### config.mk
export PLATFORM = sky130hd
export DESIGN_NAME = sw_event_encoder
export DESIGN_NICKNAME = d
export VERILOG_FILES = /design/src/rtl/sw_event_encoder.sv
export SDC_FILE = /design/constraint.sdc
export NUM_CORES = 1
export LEC_CHECK = 0
export CAP_MARGIN = 5
export CELL_PAD_IN_SITES_DETAIL_PLACEMENT = 1
export CELL_PAD_IN_SITES_GLOBAL_PLACEMENT = 1
export CORE_UTILIZATION = 42
export CTS_BUF_LIST = sky130_fd_sc_hd__clkbuf_2
export DETAILED_ROUTE_END_ITERATION = 7
export HOLD_SLACK_MARGIN = 0.03
export PLACE_DENSITY_LB_ADDON = 0.25
export SLEW_MARGIN = 20
export SYNTH_ARGS = -nofsm -noshare
export SYNTH_HDL_FRONTEND = slang
export SYNTH_SLANG_ARGS = --single-unit
### constraint.sdc
create_clock -name CLOCK_50 -period 2 [get_ports CLOCK_50]
set_clock_uncertainty 0.2 [all_clocks]
set_input_delay 0.6 -clock CLOCK_50 [delete_from_list [all_inputs] [get_ports CLOCK_50]]
set_output_delay 0.6 -clock CLOCK_50 [all_outputs]
set_load 0.01 [all_outputs]
### src/rtl/sw_event_encoder.sv
// sw_event_encoder
//   Conditions the four raw request switches for the queue-state FSM.
//   Each switch is synchronised, qualified by a minimum hold time, and
//   every qualified release becomes one event. Events are handed to the
//   consumer one at a time over a valid/ready handshake. Higher switch
//   index wins when several events are pending.
//
// Ports
//   CLOCK_50  in   system clock, rising edge
//   rst       in   synchronous active-high reset
//   sw_in     in   [3] drive(-8), [2] +12, [1] +8, [0] +4; raw async levels
//   ev_ready  in   consumer accepts an event this cycle
//   ev_valid  out  ev_code holds a pending event
//   ev_code   out  index of the event's switch
//   ev_drop   out  one-cycle pulse: at least one event lost
//   drop_cnt  out  saturating count of drop cycles
module sw_event_encoder #(
  parameter int unsigned HOLD_CYCLES = 1000
) (
  input  logic       CLOCK_50,
  input  logic       rst,
  input  logic [3:0] sw_in,
  input  logic       ev_ready,
  output logic       ev_valid,
  output logic [1:0] ev_code,
  output logic       ev_drop,
  output logic [7:0] drop_cnt
);

  localparam int unsigned CntW = $clog2(HOLD_CYCLES + 1);
  localparam logic [CntW-1:0] CntMax = CntW'(HOLD_CYCLES);

  typedef enum logic [1:0] {StIdle, StHeld, StFire} ch_state_e;

  logic [3:0] sync1_q;
  logic [3:0] s_q;
  logic [3:0] fire;

  logic [3:0] pend_q, pend_d;
  logic [3:0] clr;
  logic [3:0] drop_vec;
  logic [1:0] hi_idx;
  logic       load;

  logic       ev_valid_q;
  logic [1:0] ev_code_q;
  logic       ev_drop_q;
  logic [7:0] drop_cnt_q;

  // Two-flop synchroniser per switch.
  always_ff @(posedge CLOCK_50) begin
    if (rst) begin
      sync1_q <= '0;
      s_q     <= '0;
    end else begin
      sync1_q <= sw_in;
      s_q     <= sync1_q;
    end
  end

  // Per-channel hold qualifier.
  for (genvar i = 0; i < 4; i++) begin : g_ch
    ch_state_e       state_q;
    logic [CntW-1:0] cnt_q;

    always_ff @(posedge CLOCK_50) begin
      if (rst) begin
        state_q <= StIdle;
        cnt_q   <= '0;
      end else begin
        unique case (state_q)
          StIdle: begin
            if (s_q[i]) begin
              state_q <= StHeld;
              cnt_q   <= CntW'(1);
            end
          end
          StHeld: begin
            if (s_q[i]) begin
              if (cnt_q != CntMax) cnt_q <= cnt_q + 1'b1;
            end else if (cnt_q == CntMax) begin
              state_q <= StFire;
            end else begin
              // Released too early: press is discarded.
              state_q <= StIdle;
              cnt_q   <= '0;
            end
          end
          StFire: begin
            // Switch level ignored here; a still-high level restarts from idle.
            state_q <= StIdle;
            cnt_q   <= '0;
          end
          default: begin
            state_q <= StIdle;
            cnt_q   <= '0;
          end
        endcase
      end
    end

    assign fire[i] = (state_q == StFire);
  end

  // Pending flags and output-slot arbitration.
  always_comb begin
    load = !ev_valid_q || ev_ready;

    hi_idx = 2'd0;
    if (pend_q[3])      hi_idx = 2'd3;
    else if (pend_q[2]) hi_idx = 2'd2;
    else if (pend_q[1]) hi_idx = 2'd1;
    else                hi_idx = 2'd0;

    clr = '0;
    if (load && (|pend_q)) clr = 4'b0001 << hi_idx;

    // A fire onto an occupied flag that is not draining this cycle is lost.
    drop_vec = fire & pend_q & ~clr;
    // Set beats clear on the same bit: the new event stays pending.
    pend_d   = (pend_q & ~clr) | fire;
  end

  always_ff @(posedge CLOCK_50) begin
    if (rst) begin
      pend_q     <= '0;
      ev_valid_q <= 1'b0;
      ev_code_q  <= 2'd0;
      ev_drop_q  <= 1'b0;
      drop_cnt_q <= 8'd0;
    end else begin
      pend_q <= pend_d;
      if (load) begin
        if (|pend_q) begin
          ev_valid_q <= 1'b1;
          ev_code_q  <= hi_idx;
        end else begin
          ev_valid_q <= 1'b0;
        end
      end
      ev_drop_q <= |drop_vec;
      if ((|drop_vec) && (drop_cnt_q != 8'hFF)) drop_cnt_q <= drop_cnt_q + 8'd1;
    end
  end

  assign ev_valid = ev_valid_q;
  assign ev_code  = ev_code_q;
  assign ev_drop  = ev_drop_q;
  assign drop_cnt = drop_cnt_q;

endmodule
==> summary.txt, run 1 <==
Yosys
  • Mapped Area: approximately 3200 sq um
  • Warnings, synthesis: 0
  • Distinct cell type count after synthesis: 49
  • FF+latch count, synth: 72
  • Prevailing post-synth register cell: dfxtp_1
  • Post-Syn Instances: 359
  • Sequential fraction of the synthesis area: 45.62%
  • EDFF count, synth: 0
  • Async S/R FF share, synth: 0%
  • Avg Cell Area, Syn: 8.800 sq um
  • Syn_nets: 375

Drt
  • DR vias/cell: 5.300
  • DRT Pass-1 Iters: 4
  • Drt drc: 0
  • Initial DRC count: 55
  • WL per Instance: 15.10 um
  • Vias post-DR: 2777
  • Routed Wire Length: just under 8 mm
  • Post-route ant nets: 0

Pwr
  • Pleak: between 1 and 1.5 nW
  • PwrDens: 566.4 nW/um^2
  • Power, Total: 2.278 mW
  • VDD IR max: between 0.2 and 0.25 mV

Clock network
  • Clock buffer count from CTS: 9
  • Htree depth: 3
  • TritonCTS clock tree: yes
  • Hold Buf Count CTS: 0
  • Root buffer cell: clkbuf_2
  • Clock Sinks: 72
  • Worst-case clock buffer depth: 2
  • Clk slew on worst S/H paths: 0.23 ns
  • Worst skew pair latency: 0.54 ns

Timing
  • Crit share post-route: 105.2%
  • RSZ-0062 raised after global routing: true
  • Slew @ Worst Pin: ~0.65 ns
  • Final setup violation count: 8
  • Setup slack after layout: -0.1035 ns
  • Final setup TNS: -0.4016 ns
  • F_max: about 0.48 GHz
  • Worst hold slack: between 0.1 and 0.15 ns
  • Hold Violations, Final: 0
  • Tmin final: ~2.1 ns
  • Max-slew headroom: between 50% and 60%
  • Max Slew Vio Count: 0

Global routing
  • Initial antenna violation count: 0
  • Number of global-route vias before repair: 2823
  • First-pass GRT wire length: 12.62 mm
  • Largest net degree at the start of global routing: 25
  • GR Overflow Total: 0
  • GRT Total Usage: a little over a fifth

Final layout
  • Post-layout net count: 436
  • Most common cell after layout, fill and taps aside: dfxtp_1
  • Ant diodes: 0
  • Most frequent cells in the layout: 55 x dfxtp_1, 49 x nor2_1, 38 x buf_4
  • Finished Cell Area: 4021 sq um
  • Layout cells sized above 1: 28.24%
  • Layout area overhead: 27.29%

Setup path
  • Crit Path Class: reg -> reg
  • CP endpoint kind: flip-flop
  • WP data arrival: roughly 2.4 ns
  • Crit start category: flip-flop
  • Max FO, Critical Path: 6
  • Worst path required time: approximately 2.3 ns

Placed design
  • Dpl ws: -0.7824 ns
  • PortBufs: 18
  • Detailed placer's ending HPWL: 5.112 mm
  • Area after DPL: 3638 sq um
  • GP Congestion: 0.7606

Floorplanning
  • Die Y: 88.73 um
  • DIE AREA: 7873 sq um
  • Initial Utilization: between 40 and 50%
  • Site Rows: 31
  • Ports: 19
  • Die width: 88.73 um
  • Core ar.: between 7000 and 8000 sq um

Status
  • Status: complete, but fails checks
  • Failing checks: negative setup slack

Hold path
  • Worst min path class: in -> reg

Job
  • Max_cap viols: 0
[layout make-up]
cell class	count	area [sq um]
Inverter	12	45.04
Fill cell	858	3232
Sequential cell	72	1468
Multi-Input combinational cell	266	1826
Timing Repair Buffer	59	478.0
Clock buffer	12	60.06
Tap cell	99	123.9
Clock inverter	4	21.27
[report_power, final]
part           total [mW]  leakage, nW  internal (mW)  switching (mW)
Clock               0.683       0.0594          0.171           0.512
Combinational       0.134        0.844         0.0611          0.0726
Sequential           1.46        0.591           1.45          0.0118
[final timing paths]
path                            slack [ns]                  to  startpoint  cells after the start
worst max-delay path                 -0.10         drop_cnt[7]    ev_valid                      7
worst min-delay path                  0.12  g_ch[0].state_q[0]         rst                      2
worst max register to register       -0.10         drop_cnt[7]    ev_valid                      7
worst min register to register        0.26              s_q[1]  sync1_q[1]                      1
[worst max-delay path, stage by stage (launching register included)]
cell and delay [ns]:
dfxtp_2 0.38, and2b_4 0.22, o21ai_4 0.07, o211ai_1 0.33, o21ai_2 0.13, buf_6 0.15
or4_4 0.42, a21oi_2 0.12
[logic make-up after synthesis]
group,synth area share (%)
and+or+nand+nor,29.27
adders and majority gates,3.564
muxes,0.9505
buffers and inverters,2.574
AOI/OAI and AO/OA,10.26
xor gates and xnor gates,7.763
DFF,45.62
[layer usage]
metal | wire (um) | track usage [%]
met1 | 3392 | 23.41
met2 | 4141 | 38.32
met4 | 190 | 9.091
met5 | 0 | 0
met3 | 189 | 4.757
[cells in the mapped netlist, drive strengths merged (2+ instances only)]
cell | number | share of area (%)
o211ai | 2 | 0.48
and4 | 2 | 0.55
mux2i | 3 | 0.95
nor3 | 9 | 1.4
nor2b | 14 | 2.8
nor4 | 3 | 0.59
a21oi | 19 | 3.4
buf | 2 | 0.32
and3 | 6 | 1.2
dfxtp | 72 | 46
nor2 | 58 | 7.5
nand4b | 3 | 0.83
nand2 | 21 | 2.5
or4b | 2 | 0.63
nor3b | 7 | 1.8
ha | 9 | 3.6
a31oi | 3 | 0.59
nand4 | 9 | 1.8
o21ai | 14 | 2.2
or3 | 12 | 2.4
clkbuf | 7 | 0.83
o22ai | 2 | 0.40
or4 | 2 | 0.59
or2 | 2 | 0.40
xor2 | 19 | 5.3
xnor2 | 9 | 2.5
inv | 12 | 1.4
nand3 | 16 | 2.5
a311oi | 2 | 0.55
nand2b | 5 | 0.99
[metrics by stage]
stage	std cells	util, %
floorplan	359	-
global placement	494	50.16
detailed placement	494	50.16
CTS	524	54.61
global route	524	55.44
finish	524	55.44
[flip-flops by register name, indices dropped and copies added, names as in the netlist]
signal,count
g_ch.state_q,8
sync1_q,4
drop_cnt,8
s_q,4
ev_code,2
pend_q,4
g_ch.cnt_q,40
ev_valid,1
ev_drop,1
[repair_timing]
item / in CTS / in global routing
setup buffers: 13 / 5
setup endpoints to repair: 44 / 47
pin swaps: 23 / 24
cloned: 1 / 0
resized for setup: 68 / 28
No activity file was read; power rests on OpenSTA's default activity.
==> run 2, diff against run 1 <==
Settings changed: ABC_CLOCK_PERIOD_IN_PS set to 2000.
==> results of run 2 <==
The final DEF is identical to that of run 1; final timing and power are the same.
